**src/rtl/aes_seq_pkg.sv**
```systemverilog
// Shared state encoding and plaintext LFSR helper for the AES trace sequencer.
// Polynomial x^128 + x^7 + x^2 + x + 1, Galois form, shifting toward the MSB.
package aes_seq_pkg;

  localparam int LFSR_W = 128;
  localparam logic [LFSR_W-1:0] LFSR_TAPS = 128'h87;

  typedef enum logic [2:0] {
    IDLE    = 3'd0,
    LOAD    = 3'd1,
    RUN     = 3'd2,
    CAPTURE = 3'd3,
    GAP     = 3'd4,
    DONE    = 3'd5
  } seq_state_t;

  function automatic logic [LFSR_W-1:0] lfsr_step(input logic [LFSR_W-1:0] v);
    logic [LFSR_W-1:0] r;
    r = {v[LFSR_W-2:0], 1'b0};
    if (v[LFSR_W-1]) r = r ^ LFSR_TAPS;
    return r;
  endfunction

endpackage

```
**src/rtl/aes_pt_lfsr.sv**
```systemverilog
// Plaintext generator: loads a seed (zero forced to one) and steps once per enable.
// q_next exposes the value the register takes at the coming edge.
module aes_pt_lfsr
  import aes_seq_pkg::*;
(
  input  logic              clk,
  input  logic              rst,
  input  logic              load,
  input  logic              step,
  input  logic [LFSR_W-1:0] seed,
  output logic [LFSR_W-1:0] q,
  output logic [LFSR_W-1:0] q_next
);

  always_comb begin
    q_next = q;
    if (load) begin
      q_next = (seed == '0) ? LFSR_W'(1) : seed;
    end else if (step) begin
      q_next = lfsr_step(q);
    end
  end

  always_ff @(posedge clk) begin
    if (rst) begin
      q <= LFSR_W'(1);
    end else begin
      q <= q_next;
    end
  end

endmodule

```
**src/rtl/aes_trace_sequencer.sv**
```systemverilog
// Back-to-back AES encryption sequencer for power/VCD trace capture.
// Optional fixed-vs-random interleave is built when TVLA_FIXED_RANDOM_EN is defined.
//
// state   | meaning
// IDLE    | waiting for start
// LOAD    | run parameters latched, first plaintext prepared
// RUN     | core_en high, waiting for core_valid or timeout
// CAPTURE | ciphertext registered, ct_valid pulse
// GAP     | idle cycles with core_en low between traces
// DONE    | one-cycle done pulse, back to IDLE
module aes_trace_sequencer
  import aes_seq_pkg::*;
#(
  parameter int DATA_W      = 128,
  parameter int KEY_W       = 128,
  parameter int CNT_W       = 16,
  parameter int GAP_CYC     = 15,
  parameter int TIMEOUT_CYC = 64
) (
  input  logic              AES_clk,
  input  logic              AES_rst,
  input  logic              start,
  input  logic [CNT_W-1:0]  num_traces,
  input  logic [KEY_W-1:0]  key_in,
  input  logic [DATA_W-1:0] seed_in,
`ifdef TVLA_FIXED_RANDOM_EN
  input  logic [DATA_W-1:0] fixed_pt,
  output logic              fr_sel,
`endif
  output logic              core_en,
  output logic [DATA_W-1:0] core_data,
  output logic [KEY_W-1:0]  core_key,
  input  logic              core_valid,
  input  logic [DATA_W-1:0] core_data_out,
  output logic              busy,
  output logic              done,
  output logic              ct_valid,
  output logic [DATA_W-1:0] ct_out,
  output logic [CNT_W-1:0]  trace_idx,
  output logic              timeout_err
);

  localparam int TMR_MAX = (GAP_CYC > TIMEOUT_CYC) ? GAP_CYC : TIMEOUT_CYC;
  localparam int TMR_W   = $clog2(TMR_MAX + 1);
  localparam logic [TMR_W-1:0] RUN_LOAD = TMR_W'(TIMEOUT_CYC - 1);
  localparam logic [TMR_W-1:0] GAP_LOAD = TMR_W'((GAP_CYC > 0) ? GAP_CYC - 1 : 0);

  seq_state_t        state, state_d;
  logic [TMR_W-1:0]  tmr, tmr_d;
  logic [CNT_W-1:0]  idx_d;
  logic [CNT_W-1:0]  num_q;
  logic              more_q, more_d;
  logic              abort;
  logic              last;
  logic              lfsr_load, lfsr_step_en;
  logic              advance;
  logic              pt_load;
  logic [DATA_W-1:0] lfsr_q, lfsr_nxt;
  logic [DATA_W-1:0] pt_d;

  aes_pt_lfsr u_lfsr (
    .clk    (AES_clk),
    .rst    (AES_rst),
    .load   (lfsr_load),
    .step   (lfsr_step_en),
    .seed   (seed_in),
    .q      (lfsr_q),
    .q_next (lfsr_nxt)
  );

`ifdef TVLA_FIXED_RANDOM_EN
  logic [DATA_W-1:0] fixed_q;

  // Even traces use the fixed block, so the LFSR only moves after odd ones.
  assign advance = trace_idx[0];
  assign pt_d    = idx_d[0] ? lfsr_nxt : fixed_q;
  assign fr_sel  = (state == CAPTURE) && !trace_idx[0];

  always_ff @(posedge AES_clk) begin
    if (AES_rst) begin
      fixed_q <= '0;
    end else if (state == IDLE && start) begin
      fixed_q <= fixed_pt;
    end
  end
`else
  logic unused_lfsr_q;

  assign advance       = 1'b1;
  assign pt_d          = lfsr_nxt;
  assign unused_lfsr_q = ^lfsr_q;
`endif

  assign last = (trace_idx == num_q - CNT_W'(1));

  always_comb begin
    state_d      = state;
    tmr_d        = tmr;
    idx_d        = trace_idx;
    more_d       = more_q;
    abort        = 1'b0;
    lfsr_load    = 1'b0;
    lfsr_step_en = 1'b0;
    unique case (state)
      IDLE: begin
        if (start) begin
          state_d   = LOAD;
          idx_d     = '0;
          lfsr_load = 1'b1;
        end
      end
      LOAD: begin
        if (num_q == '0) begin
          state_d = DONE;
        end else begin
          state_d = RUN;
          tmr_d   = RUN_LOAD;
        end
      end
      RUN: begin
        // A valid in the final allowed cycle still counts as a capture.
        if (core_valid) begin
          state_d = CAPTURE;
        end else if (tmr == '0) begin
          state_d = DONE;
          abort   = 1'b1;
        end else begin
          tmr_d = tmr - TMR_W'(1);
        end
      end
      CAPTURE: begin
        lfsr_step_en = advance;
        if (!last) idx_d = trace_idx + CNT_W'(1);
        if (GAP_CYC == 0) begin
          state_d = last ? DONE : RUN;
          tmr_d   = RUN_LOAD;
        end else begin
          state_d = GAP;
          tmr_d   = GAP_LOAD;
          more_d  = !last;
        end
      end
      GAP: begin
        if (tmr == '0) begin
          state_d = more_q ? RUN : DONE;
          tmr_d   = RUN_LOAD;
        end else begin
          tmr_d = tmr - TMR_W'(1);
        end
      end
      DONE: begin
        state_d = IDLE;
      end
      default: begin
        state_d = IDLE;
      end
    endcase
  end

  // Plaintext only moves on edges where core_en is low beforehand.
  assign pt_load = (state != RUN) && ((state_d == RUN) || (state_d == GAP));

  always_ff @(posedge AES_clk) begin
    if (AES_rst) begin
      state       <= IDLE;
      tmr         <= '0;
      trace_idx   <= '0;
      more_q      <= 1'b0;
      num_q       <= '0;
      core_key    <= '0;
      core_data   <= '0;
      ct_out      <= '0;
      timeout_err <= 1'b0;
    end else begin
      state     <= state_d;
      tmr       <= tmr_d;
      trace_idx <= idx_d;
      more_q    <= more_d;
      if (state == IDLE && start) begin
        num_q       <= num_traces;
        core_key    <= key_in;
        timeout_err <= 1'b0;
      end else if (abort) begin
        timeout_err <= 1'b1;
      end
      if (state == RUN && core_valid) ct_out <= core_data_out;
      if (pt_load) core_data <= pt_d;
    end
  end

  assign core_en  = (state == RUN);
  assign ct_valid = (state == CAPTURE);
  assign done     = (state == DONE);
  assign busy     = (state == LOAD) || (state == RUN) || (state == CAPTURE) || (state == GAP);

endmodule

```
**config.mk**
```make
export PLATFORM = sky130hd
export DESIGN_NAME = aes_trace_sequencer
export DESIGN_NICKNAME = d
export VERILOG_FILES = /design/src/rtl/aes_seq_pkg.sv /design/src/rtl/aes_pt_lfsr.sv /design/src/rtl/aes_trace_sequencer.sv
export SDC_FILE = /design/constraint.sdc
export NUM_CORES = 1
export LEC_CHECK = 0
export BUFFER_PORTS_ARGS = -buffer_cell sky130_fd_sc_hd__buf_2
export CAP_MARGIN = 5
export CORE_AREA = 2 2 312 314
export DETAILED_ROUTE_END_ITERATION = 7
export DIE_AREA = 0 0 314 316
export PLACE_DENSITY = 0.42
export SYNTH_ARGS = -nofsm -noshare
export SYNTH_HDL_FRONTEND = slang
export SYNTH_SLANG_ARGS = --single-unit
```
**constraint.sdc**
```tcl
create_clock -name AES_clk -period 3.32 [get_ports AES_clk]
set_input_delay 0.332 -clock AES_clk [delete_from_list [all_inputs] [get_ports AES_clk]]
set_output_delay 0.332 -clock AES_clk [all_outputs]
set_load 0.01 [all_outputs]
```
==> impl_metrics.yaml <==
status:
  run_status: "complete, no violations"
yosys:
  ys_seq_elements: 556
  synth_nets: 3052
  netlist_area_mm2: 0.0221
  seq_area_frac_synth_pct: 50.3
  yosysWarningCount: 0
  synth_edf_count: 0
  syn_area_per_cell_um2: 8.36
  synthArstFlopShare_pct: 0
  yosys.cell_types.count: 55
  postSynthCellCount: 2645
  synthFlopType: "dfxtp_1"
pwr:
  power.total_w: 0.0251
  power.leakage_nw: 13.4
  peakVddDrop_mv: 0.388
  power_density_mw_per_mm2: 772
run:
  maxCapViolCount: 0
drt:
  drc: 0
  vias: 22500
  dr_wl_met2_um: 42400
  first_pass_iters: 5
  route.met3.wl_um: 6280
  wl_per_cell_um: 18.2
  ant_nets: 0
  routed_wl_um: 90100
  drt-met1-wl_um: 38500
  drt_iter0_drc: 1303
  via_per_inst: 4.53
  top_layer_used: "met5"
setup_path:
  crit_arrival_ns: 3.53
  cp-start-kind: "flip-flop"
  crit_type: "reg -> reg"
  slowest_delay_ns: 0.55
  critical-path-slowest-cell: "or4b_4"
  required_ns: 3.78
  rrSetupSlack_ns: 0.25
  r2r_end: "core_data[26]"
  cp.buffers_inverters: 3
  cpLargestDelayFamily: "simple AND/OR/NAND/NOR gates"
  r2r-start: "num_q[1]"
  critPathCaptureType: "flip-flop"
  cp.depth: 11
  cp_max_fo: 36
  reg2reg_depth: 11
  worstPathCellList: "inv_1 -> ha_1 -> or4b_4 -> nor4_2 -> a211oi_1 -> a211o_1 -> o21ai_4 -> buf_12 -> buf_12 -> a211o_1 -> a21oi_1"
floorplan:
  dieHeight_um: 316
  core-area_mm2: 0.0960
  die_area_mm2: 0.0992
  io_pins: 809
  start_util_pct: 23.0
  rows: 114
  die_w_um: 314
clock_tree:
  cts_tree: "built"
  cts.sinks: 556
  cts_buffers: 70
  clkLatencyLatePin_ns: 0.61
  clockRootBuffer: "clkbuf_16"
  htreeDepth: 3
  clk_pin_slew_ns: 0.06
  cts_buffer_depth: 3
placed_design:
  io_buffers: 808
  place_congestion: 0.788
  hpwl_um: 65100
  placed_cell_area_mm2: 0.0276
global_route:
  grt_pass1_vias: 22100
  grt-ovfl-total: 0
  grt_max_degree: 141
  grt_pass1_wl_um: 134000
  antenna_found_initial: 11
  grtUsageTotal_pct: 17.2
sta:
  period_minus_slack_ns: 3.07
  fmax_ghz: 0.326
  slew_headroom_pct: 50.0
  worstMarginPinSlew_ns: 0.751
  hold_viol_final: 0
  rsz0062_at_grt: "no"
  fin_crit_sh_pct: 92.5
  setup_viol: 0
  drv_slew: 0
  skew_ns: 0.0170
  tns_ns: 0
layout:
  fillerInstances: 10200
  stdcell_area_mm2: 0.0325
  finish.utilization_pct: 33.9
  seqCellArea_mm2: 0.0111
  final_cell_mix: "buf_2 (807), nand2_1 (689), dfxtp_1 (556)"
  area_growth_pct: 46.9
  drive_above_1_share_pct: 26.5
  final_common_cell: "buf_2"
  nets: 4041
  multiInputGateArea_mm2: 0.0101
hold_path:
  hold_start: "seed_in[1]"
  hp-class: "in -> reg"
  holdPathEnd: "u_lfsr.q[1]"
  min_path_cells: 3
==> worst min-delay path: stages <==
cell,delay [ns]
buf_2,0.13
a21oi_1,0.09
nor2_1,0.08
==> timing repair <==
item | CTS | global route
setup buffers | 0 | 0
endpoints found under the hold margin | 268 | 0
gates resized for setup | 0 | 2
setup endpoints to repair | 0 | 45
hold buffers | 268 | 0
==> layer usage <==
layer | up-vias | GRT usage, %
met1 | 10500 | 21.2
li1 | 11200 | -
met3 | 162 | 5.15
met4 | 14 | 6.87
met2 | 637 | 28.1
met5 | - | 0
==> cells by family (layout without fill, tap and decap cells) <==
kind of cell               count (synthesis)  after routing  share of synthesized area (%)
AOI/OAI and AO/OA                        737            737                           20.7
xor gates and xnor gates                  23             23                          0.911
adders and majority gates                  3              3                          0.170
buffers and inverters                    227           1263                           4.11
DFF                                      556            556                           50.3
muxes                                    126            126                           5.70
other                                      0              4                              0
and+or+nand+nor                          973            973                           18.1
==> sequential cells by signal (all words and copies together) (netlist names), 3 cells and up <==
name and cells:
ct_out 128, u_lfsr.q 128, num_q 16, core_data 128, state 3, tmr 7
trace_idx 16, core_key 128
==> worst max-delay path by stage <==
stage,start,endpoint,slack [ns]
3_5_place_dp,num_q[1],core_data[26],0.15
6_report,num_q[1],core_data[26],0.25
5_1_grt,num_q[1],core_data[30],0.06
2_1_floorplan,num_q[0],core_data[100],0.60
4_1_cts,num_q[1],core_data[23],0.14
3_3_place_gp,num_q[1],core_data[28],0.18
==> where the power goes <==
| part | leakage (nW) | switching [W] | internal, W |
|---|---|---|---|
| registers | 4.55 | 0.000953 | 0.00821 |
| logic | 7.76 | 0.00522 | 0.00339 |
| clock network | 1.06 | 0.00296 | 0.00434 |
| total | 13.4 | 0.00914 | 0.0159 |
==> stage by stage <==
step           setup WS [ns]  hold WS, ns  instances
6_report               0.250       0.0650       4961
5_1_grt               0.0575       0.0224       4959
4_1_cts                0.136      0.00220       4957
3_5_place_dp           0.154        0.443       4570
3_3_place_gp           0.176        0.440       4570
2_1_floorplan          0.597        0.454       2645
==> synth_stat cells, types with 4 or more instances <==
cell | count | area share, %
inv_1 | 8 | 0.14
dfxtp_1 | 556 | 50
nor4_1 | 40 | 1.1
nand3_1 | 7 | 0.16
o21ai_0 | 16 | 0.36
mux2i_1 | 126 | 5.7
a31oi_1 | 4 | 0.11
a211oi_1 | 134 | 4.5
or3_1 | 19 | 0.54
nor2b_1 | 4 | 0.11
nand4_1 | 13 | 0.37
xnor2_1 | 14 | 0.55
nand2_1 | 690 | 12
nand2b_1 | 7 | 0.20
clkbuf_1 | 166 | 2.8
a21oi_1 | 428 | 9.7
xor2_1 | 9 | 0.36
o21ai_1 | 9 | 0.20
buf_2 | 39 | 0.88
buf_1 | 12 | 0.20
nor2_1 | 156 | 2.6
or4_1 | 6 | 0.20
and2_1 | 4 | 0.11
nor3_1 | 8 | 0.18
a211o_1 | 125 | 4.9
==> area by class of cell <==
class	instances	share of cell area, %
flip-flops and latches	556	34.2
well taps	1276	4.91
inverters	9	0.127
clock buffers	108	6.36
diodes	4	0.0308
repair buffers	1135	22.9
multi-input cells	1862	31.1
clock inverters	11	0.258
No activity file was read; power rests on OpenSTA's default activity.
